==> src/rtl/rv32i_types.sv <==
// Shared core types: physical/architectural register sizing and preg index.
// Free-list geometry is derived here so rename-side users agree on widths.
package rv32i_types;

   localparam int NUM_PREGS = 64;
   localparam int NUM_AREGS = 32;
   localparam int PREG_W    = $clog2(NUM_PREGS);
   localparam int FL_DEPTH  = NUM_PREGS - NUM_AREGS;
   localparam int FL_PTR_W  = $clog2(FL_DEPTH);
   localparam int FL_CNT_W  = FL_PTR_W + 1;

   typedef logic [PREG_W-1:0]   preg_t;
   typedef logic [FL_PTR_W-1:0] fl_ptr_t;
   typedef logic [FL_CNT_W-1:0] fl_cnt_t;

endpackage

==> src/rtl/free_list.sv <==
// Circular free list of physical register indices for rename.
// Flush rewinds head onto tail, reclaiming every in-flight allocation at once.
module free_list
   import rv32i_types::*;
(
   input  logic    clk,
   input  logic    rst,
   input  logic    deq_i,
   output preg_t   deq_preg_o,
   output logic    deq_valid_o,
   input  logic    enq_i,
   input  preg_t   enq_preg_i,
   input  logic    flush_i,
   output fl_cnt_t count_o,
   output logic    full_o
);

   localparam fl_cnt_t CNT_FULL = fl_cnt_t'(FL_DEPTH);

   preg_t   mem_q [FL_DEPTH];
   preg_t   mem_d [FL_DEPTH];
   fl_ptr_t head_q, head_d;
   fl_ptr_t tail_q, tail_d;
   fl_cnt_t count_q, count_d;

   logic deq_acc;
   logic enq_acc;

   assign deq_valid_o = (count_q != '0);
   assign full_o      = (count_q == CNT_FULL);
   assign count_o     = count_q;
   assign deq_preg_o  = mem_q[head_q];

   assign deq_acc = deq_i && deq_valid_o && !flush_i;
   assign enq_acc = enq_i && (enq_preg_i != '0) && !full_o;

   always_comb begin
      mem_d = mem_q;
      if (enq_acc) begin
         mem_d[tail_q] = enq_preg_i;
      end
   end

   // Free entries sit in [head, tail); allocations still in flight in [tail, head).
   always_comb begin
      tail_d  = tail_q + fl_ptr_t'(enq_acc);
      head_d  = head_q + fl_ptr_t'(deq_acc);
      count_d = count_q + fl_cnt_t'(enq_acc) - fl_cnt_t'(deq_acc);
      if (flush_i) begin
         head_d  = tail_d;
         count_d = CNT_FULL;
      end
   end

   always_ff @(posedge clk) begin
      if (rst) begin
         for (int i = 0; i < FL_DEPTH; i++) begin
            mem_q[i] <= preg_t'(NUM_AREGS + i);
         end
         head_q  <= '0;
         tail_q  <= '0;
         count_q <= CNT_FULL;
      end else begin
         mem_q   <= mem_d;
         head_q  <= head_d;
         tail_q  <= tail_d;
         count_q <= count_d;
      end
   end

   always_ff @(posedge clk) begin
      if (!rst) begin
         assert (!(deq_i && !deq_valid_o && !flush_i))
            else $warning("free_list: dequeue while empty ignored");
         assert (!(enq_i && (enq_preg_i != '0) && full_o))
            else $warning("free_list: enqueue while full dropped (double free)");
      end
   end

endmodule
==> config.mk <==
export PLATFORM = sky130hd
export DESIGN_NAME = free_list
export DESIGN_NICKNAME = d
export VERILOG_FILES = /design/src/rtl/rv32i_types.sv /design/src/rtl/free_list.sv
export SDC_FILE = /design/constraint.sdc
export NUM_CORES = 1
export LEC_CHECK = 0
export CORE_MARGIN = 5
export CORE_UTILIZATION = 34
export DETAILED_ROUTE_END_ITERATION = 7
export SLEW_MARGIN = 40
export SYNTH_ARGS = -nofsm -noshare
export SYNTH_HDL_FRONTEND = slang
export SYNTH_SLANG_ARGS = --single-unit
==> constraint.sdc <==
create_clock -name clk -period 4.6 [get_ports clk]
set_clock_uncertainty 0.2 [all_clocks]
set_input_delay 0.92 -clock clk [delete_from_list [all_inputs] [get_ports clk]]
set_output_delay 0.92 -clock clk [all_outputs]
set_load 0.01 [all_outputs]
==> flow_summary_export.csv, run 1 <==
group,metric,value,unit
detailed_routing,drcViolationCount,0,
clocking,cts_hold_buf,0,
global_routing,antenna_found_initial,0,
setup_path,cp.arrival,3.13,ns
setup_path,start_kind,"flop",
setup_path,end_kind,"output pin",
timing,setup-tns-final,0,ns
detailed_routing,routed_via_density,5.05,
synth,synth_warnings,0,
synth,synthArstFlopShare,0,%
synth,synthFlopType,"dfxtp_1",
floorplan,die_height,181,µm
floorplan,die_w,181,µm
final_layout,finish.utilization,39.1,%
synth,synth-edff-count,0,
floorplan,start_util,34.5,%
detailed_routing,wire_per_inst,19.1,µm
setup_path,worst-path-max-fanout,16,
global_routing,grt.total_usage,15.3,%
timing,slew_headroom,49.3,%
final_layout,insertedDiodeCount,0,
detailed_routing,first_iter_violations,452,
clocking,insertion_delay,0.51,ns
detailed_routing,vias,6615,
timing,fmax,235,MHz
synth,ys_seq_area_share,42.1,%
clocking,clock_path_buffers,3,
synth,synth-seq-cells,208,
timing,hold_violations,0,
synth,yosys-top-cells-area,"dfxtp_1 (42%), mux2i_1 (22%), mux4_2 (6.1%)",
clocking,cts_tree,"built",
synth,postSynthAreaPerCell,10.8,µm²
setup_path,crit_type,"flop to output pin",
worst_hold_path,worstHoldStart,"mem_q[57]",
detailed_routing,ant_nets,0,
clocking,post-cts-setup-buffers,0,
floorplan,pin_count,25,
power,power_density,420,nW/µm²
power,power.leakage,4.92,nW
final_layout,fillers,2775,
worst_hold_path,holdCritPathClass,"flop to flop",
final_layout,area_delta_synth_final,13.3,%
clocking,cts.repair.resized,0,
global_routing,grt_max_degree,109,
synth,syn_inst,917,
timing,period_share,92.3,%
timing,layout_min_cycle_time,4.25,ns
power,peakVddDrop,233,µV
floorplan,die_area,32600,µm²
final_layout,drive_above_1_share,14.0,%
synth,synth_common_cells,"mux2i_1 (217), dfxtp_1 (208), nor2_1 (131)",
floorplan,num_rows,62,
clocking,cts_root_buf,"clkbuf_16",
setup_path,worstSetupStartpoint,"head_q[2]",
synth,yosysUniqueCellTypes,47,
clocking,clock_sinks,208,
synth,yosysTopAreaCellShare,42.1,%
timing,tightest_slew,0.760,ns
placement,hpwl,16600,µm
setup_path,r2r_start,"count_o[2]",
placement,routabilityCongestion,0.778,
global_routing,grt_pass1_wl,40000,µm
floorplan,core-area,28700,µm²
synth,syn_area,9890,µm²
global_routing,grt_pass1_vias,6883,
timing,finalMaxSlewViolations,0,
clocking,clk_pin_slew_worst_paths,0.06,ns
timing,rsz0062_at_grt,"false",
timing,setup_viol,0,
clocking,h-tree-depth,1,
synth,syn_nets,942,
setup_path,crit_required,3.48,ns
clocking,cts_buffers,23,
synth,yosysTopAreaCell,"dfxtp_1",
flow_run,drv_cap,0,
run_status,status,"complete, no violations",
detailed_routing,drtPass1Iterations,4,
detailed_routing,wirelength,25100,µm
synth,synth_most_common_cell,"mux2i_1",
placement,portBuffers,24,
final_layout,nNetsFinal,935,
global_routing,grt_overflow_total,0,
registers in the layout (all words and copies together) (netlist names):
register / flops
head_q: 5
count_o: 6
tail_q: 5
mem_q: 192
worst max-delay path, stage by stage, from the launching register on:
cell	delay, ns
dfxtp_1	0.33
buf_4	0.22
nor2b_1	0.55
a22o_1	0.28
a211oi_1	0.08
a311oi_1	0.51
clkdlybuf4s50_1	0.65
layout by cell type (no fill, tap or decap), types with 7 or more instances in the layout:
cell             count
a21oi_1             13
a22o_1               7
and3_1               8
buf_4               20
clkbuf_16           23
clkdlybuf4s50_1     23
dfxtp_1            207
ha_1                13
inv_1               13
mux2i_1            217
mux4_1              10
mux4_2              27
nand2b_1            82
nand3_1             11
nand3_2             24
nor2_1             128
nor3_1               7
o221ai_1            11
area by class of cell:
cell class / instances / area, µm² / area share (%)
multi-input combinational: 618 / 5320 / 47.5
sequential: 208 / 4170 / 37.2
timing repair buffer: 46 / 423 / 3.77
clock buffer: 33 / 673 / 6.01
tap: 384 / 480 / 4.29
inverter: 13 / 48.8 / 0.435
clock inverter: 8 / 96.3 / 0.859
routing by layer:
layer / routed length, µm / vias to the layer above / share of wire, % / GRT usage, %
met4: 517 / 0 / 2.1 / 4.05
met2: 12200 / 95 / 49 / 26.8
met3: 911 / 33 / 3.6 / 2.36
met1: 11400 / 3283 / 46 / 19.6
li1: - / 3204 / - / -
met5: 0 / - / 0 / 0
per-stage QoR:
step           area, µm²  total power, W  worst slack (ns)  std cells  hold WS, ns
5_1_grt            11200         0.00490             0.235       1310        0.289
4_1_cts            11200         0.00475             0.285       1310        0.276
3_5_place_dp       10400         0.00289             0.712       1269        0.266
3_3_place_gp       10400         0.00288             0.823       1269        0.258
2_1_floorplan       9890         0.00260              1.48        917        0.244
6_report           11200         0.00471             0.353       1310        0.272
kinds of logic after synthesis:
logic type | share of synthesized area [%]
compound gates | 3.88
xor+xnor | 0.620
fa+ha+maj | 1.85
buf+inv | 4.48
flops | 42.1
mux | 30.9
simple gates | 16.2
final timing paths:
kind | endpoint | slack (ns) | depth (start not counted)
worst min-delay path | mem_q[57] | 0.27 | 2
worst max register to register | count_o[4] | 1.56 | 14
worst min register to register | mem_q[57] | 0.27 | 2
worst max-delay path | deq_preg_o[4] | 0.35 | 6
power by group:
part	internal [W]	leakage (nW)	total [W]	switching, W
Sequential	0.00185	1.68	0.00193	0.0000784
Clock	0.00113	0.380	0.00187	0.000741
Combinational	0.000420	2.85	0.000910	0.000490
Total	0.00340	4.92	0.00471	0.00131
No activity file was read; power rests on OpenSTA's default activity.
==> run 2, diff against run 1 <==
Settings changed: CORE_MARGIN 5 to 2, MAX_ROUTING_LAYER set to met4.
==> flow_summary_export.csv, run 2 (synthesis results as in run 1) <==
group,metric,value,unit
power,power_density,416,nW/µm²
setup_path,cp.arrival,3.22,ns
timing,setup_viol,0,
global_routing,antenna_found_initial,0,
placement,portBuffers,24,
floorplan,pin_count,25,
clocking,cts_hold_buf,0,
setup_path,start_kind,"flop",
setup_path,worstRegToRegCells,14,
power,power.leakage,4.88,nW
timing,rsz0062_at_grt,"false",
global_routing,grt_pass1_vias,6514,
clocking,cts_buffers,24,
setup_path,r2r_start,"count_o[2]",
setup_path,end_kind,"output pin",
global_routing,grt.total_usage,16.8,%
detailed_routing,ant_nets,0,
floorplan,core-area,28700,µm²
clocking,cts_root_buf,"clkbuf_16",
detailed_routing,wirelength,25100,µm
setup_path,worst-path-max-fanout,14,
detailed_routing,wire_per_inst,19.2,µm
run_status,status,"complete, no violations",
final_layout,area_delta_synth_final,12.7,%
clocking,post-cts-setup-buffers,0,
floorplan,start_util,34.5,%
detailed_routing,vias,6644,
final_layout,finish.utilization,38.9,%
final_layout,top_register,"mem_q",
flow_run,drv_cap,0,
timing,fmax,230,MHz
clocking,clock_path_buffers,3,
clocking,clock_sinks,208,
final_layout,seq_area,4170,µm²
clocking,cts.repair.resized,0,
final_layout,design_area,11200,µm²
timing,tightest_slew,0.728,ns
worst_hold_path,hold_depth,2,
floorplan,num_rows,62,
final_layout,layout_common_cells,"mux2i_1 (217), dfxtp_1 (207), nor2_1 (128), nand2b_1 (82), mux4_2 (27)",
clocking,cts_tree,"built",
worst_hold_path,worstHoldStart,"mem_q[142]",
detailed_routing,drcViolationCount,0,
floorplan,die_height,175,µm
final_layout,drive_above_1_share,13.6,%
final_layout,largest_reg_flops,192,
setup_path,crit_type,"flop to output pin",
global_routing,grt_max_degree,116,
clocking,h-tree-depth,1,
worst_hold_path,holdCritPathClass,"flop to flop",
final_layout,fillers,2783,
placement,hpwl,16500,µm
clocking,insertion_delay,0.51,ns
timing,layout_min_cycle_time,4.34,ns
timing,finalMaxSlewViolations,0,
power,p_total,0.00464,W
power,peakVddDrop,238,µV
setup_path,crit_required,3.48,ns
clocking,clk_pin_slew_worst_paths,0.06,ns
timing,setup-tns-final,0,ns
timing,period_share,94.4,%
floorplan,die_area,30500,µm²
final_layout,nNetsFinal,931,
placement,routabilityCongestion,0.788,
final_layout,insertedDiodeCount,0,
detailed_routing,drtPass1Iterations,5,
timing,hold_violations,0,
final_layout,final_common_cell,"mux2i_1",
timing,slew_headroom,51.4,%
placement,placed_area,10400,µm²
final_layout,multi_input_area,5320,µm²
setup_path,worstSetupStartpoint,"head_q[1]",
detailed_routing,first_iter_violations,427,
global_routing,grt_pass1_wl,39100,µm
floorplan,die_w,175,µm
detailed_routing,routed_via_density,5.08,
global_routing,grt_overflow_total,0,
==> run 2: path summary, 6_finish.rpt <==
path	endpoint	slack, ns
max	deq_preg_o[4]	0.26
min	mem_q[142]	0.27
max reg2reg	count_o[4]	1.64
min reg2reg	mem_q[142]	0.27
==> run 2: area by class of cell <==
class / count / area share, %
multi-input cells: 618 / 47.7
repair buffers: 41 / 3.48
clock inverters: 12 / 0.763
flip-flops and latches: 208 / 37.4
well taps: 384 / 4.31
inverters: 13 / 0.438
clock buffers: 32 / 5.94
==> run 2: worst max-delay path, cell delays in order (launching register included) <==
cell and delay [ns]:
dfxtp_1 0.75, buf_4 0.28, nor2b_1 0.23, buf_4 0.21, a211oi_1 0.10, a311oi_1 0.48, clkdlybuf4s50_1 0.65
==> run 2: through the flow <==
step	hold WS [ns]	instances	setup slack (ns)
6_report	0.272	1308	0.259
5_1_grt	0.290	1308	0.0876
3_3_place_gp	0.257	1264	0.812
2_1_floorplan	0.244	917	1.48
3_5_place_dp	0.261	1264	0.765
4_1_cts	0.275	1308	0.232
==> run 2: where the power goes <==
group          switching (W)  internal (W)  leakage, nW
logic               0.000485      0.000412         2.83
registers          0.0000880       0.00185         1.68
clock network       0.000778       0.00102        0.370
total                0.00135       0.00328         4.88
==> run 2: layer usage <==
metal / global-route usage [%] / vias up / share of wire, %
li1: - / 3204 / -
met1: 22.4 / 3303 / 47
met2: 27.5 / 105 / 48
met3: 2.28 / 32 / 3.8
met4: 3.40 / 0 / 1.4
met5: - / - / 0
==> run 3, diff against run 2 <==
Settings changed: CORE_ASPECT_RATIO set to 0.9.
==> flow_summary_export.csv, run 3 (synthesis results as in run 1) <==
group,metric,value,unit
timing,layout_min_cycle_time,4.31,ns
power,power_density,429,nW/µm²
clocking,cts.repair.resized,0,
clocking,insertion_delay,0.52,ns
detailed_routing,wire_per_inst,19.2,µm
setup_path,worst-path-max-fanout,12,
final_layout,multi_input_area,5310,µm²
detailed_routing,routed_via_density,5.17,
final_layout,final_common_cell,"mux2i_1",
setup_path,crit_buf_inv,1,
timing,setup-tns-final,0,ns
detailed_routing,drtPass1Iterations,5,
placement,routabilityCongestion,0.805,
setup_path,end_kind,"output pin",
final_layout,largest_reg_flops,192,
placement,portBuffers,24,
final_layout,nNetsFinal,935,
floorplan,pin_count,25,
timing,fmax,232,MHz
detailed_routing,drcViolationCount,0,
power,power.leakage,4.94,nW
power,peakVddDrop,242,µV
setup_path,cp.arrival,3.19,ns
final_layout,finish.utilization,39.0,%
clocking,cts_tree,"built",
floorplan,die_height,166,µm
setup_path,slowest_stage,"dfxtp_1",
global_routing,grt_pass1_wl,39400,µm
timing,hold_violations,0,
clocking,cts_root_buf,"clkbuf_16",
run_status,status,"complete, no violations",
setup_path,r2r_start,"count_o[4]",
setup_path,crit_type,"flop to output pin",
clocking,clk_pin_slew_worst_paths,0.06,ns
clocking,cts_buffers,23,
floorplan,start_util,34.4,%
floorplan,num_rows,59,
timing,setup_viol,0,
timing,finalMaxSlewViolations,0,
global_routing,grt_overflow_total,0,
detailed_routing,first_iter_violations,395,
detailed_routing,ant_nets,0,
clocking,clock_path_buffers,3,
final_layout,area_delta_synth_final,13.5,%
flow_run,drv_cap,0,
floorplan,die_area,30500,µm²
clocking,h-tree-depth,1,
clocking,clock_sinks,208,
final_layout,insertedDiodeCount,0,
setup_path,worstSetupStartpoint,"head_q[2]",
final_layout,fillers,2804,
floorplan,core-area,28800,µm²
setup_path,worst_path_largest_cell_delay,0.71,ns
detailed_routing,vias,6687,
setup_path,start_kind,"flop",
timing,slew_headroom,46.9,%
global_routing,antenna_found_initial,0,
global_routing,grt_max_degree,118,
global_routing,grt_pass1_vias,6762,
floorplan,die_w,184,µm
final_layout,seq_area,4170,µm²
timing,fin_worst_hold_slack,0.273,ns
clocking,cts_hold_buf,0,
setup_path,critPathTopFamily,"compound AO/OA/AOI/OAI gates",
setup_path,crit_required,3.48,ns
placement,hpwl,16200,µm
setup_path,crit_chain,"nand3b_1 > o221ai_1 > a211oi_1 > a311oi_1 > clkdlybuf4s50_1",
worst_hold_path,holdCritPathClass,"flop to flop",
detailed_routing,wirelength,24900,µm
timing,tightest_slew,0.796,ns
final_layout,layout_common_cells,"mux2i_1 (217), dfxtp_1 (207), nor2_1 (129), nand2b_1 (84), mux4_2 (27)",
final_layout,top_register,"mem_q",
worst_hold_path,worstHoldStart,"mem_q[181]",
clocking,post-cts-setup-buffers,0,
timing,period_share,93.6,%
final_layout,drive_above_1_share,13.8,%
global_routing,grt.total_usage,17.0,%
timing,rsz0062_at_grt,"false",
run 3: per-layer routing:
metal | GRT usage (%) | wire length [µm]
met5 | - | 0
met4 | 4.17 | 582
met3 | 2.54 | 919
met2 | 26.2 | 11400
met1 | 23.4 | 12000
run 3: final timing paths:
path / cells after the start / end / slack, ns
max reg2reg: 14 / count_o[4] / 1.64
min reg2reg: 2 / mem_q[181] / 0.27
max: 5 / deq_preg_o[4] / 0.29
min: 2 / mem_q[181] / 0.27
run 3: where the power goes:
group | internal (W) | switching (W) | leakage, nW | total [W]
combinational | 0.000422 | 0.000498 | 2.85 | 0.000920
sequential | 0.00185 | 0.0000751 | 1.68 | 0.00192
clock | 0.00119 | 0.000776 | 0.399 | 0.00197
run 3: stage by stage:
step | area [µm²] | setup WS [ns] | cells | power [W]
2_1_floorplan | 9890 | 1.48 | 917 | 0.00260
3_3_place_gp | 10400 | 0.842 | 1251 | 0.00288
3_5_place_dp | 10400 | 0.778 | 1251 | 0.00289
4_1_cts | 11200 | 0.278 | 1293 | 0.00485
5_1_grt | 11200 | 0.0795 | 1293 | 0.00499
6_report | 11200 | 0.294 | 1293 | 0.00481
run 3: worst min-delay path, stage by stage (launching register included):
cell and delay [ns]:
dfxtp_1 0.30, nand2b_1 0.06, mux2i_1 0.06
run 3: layout make-up:
cell class	instances	share of cell area, %
clock buffer	33	6.00
sequential	208	37.1
multi-input combinational	618	47.3
clock inverter	9	1.23
inverter	13	0.435
timing repair buffer	46	3.85
tap	366	4.08
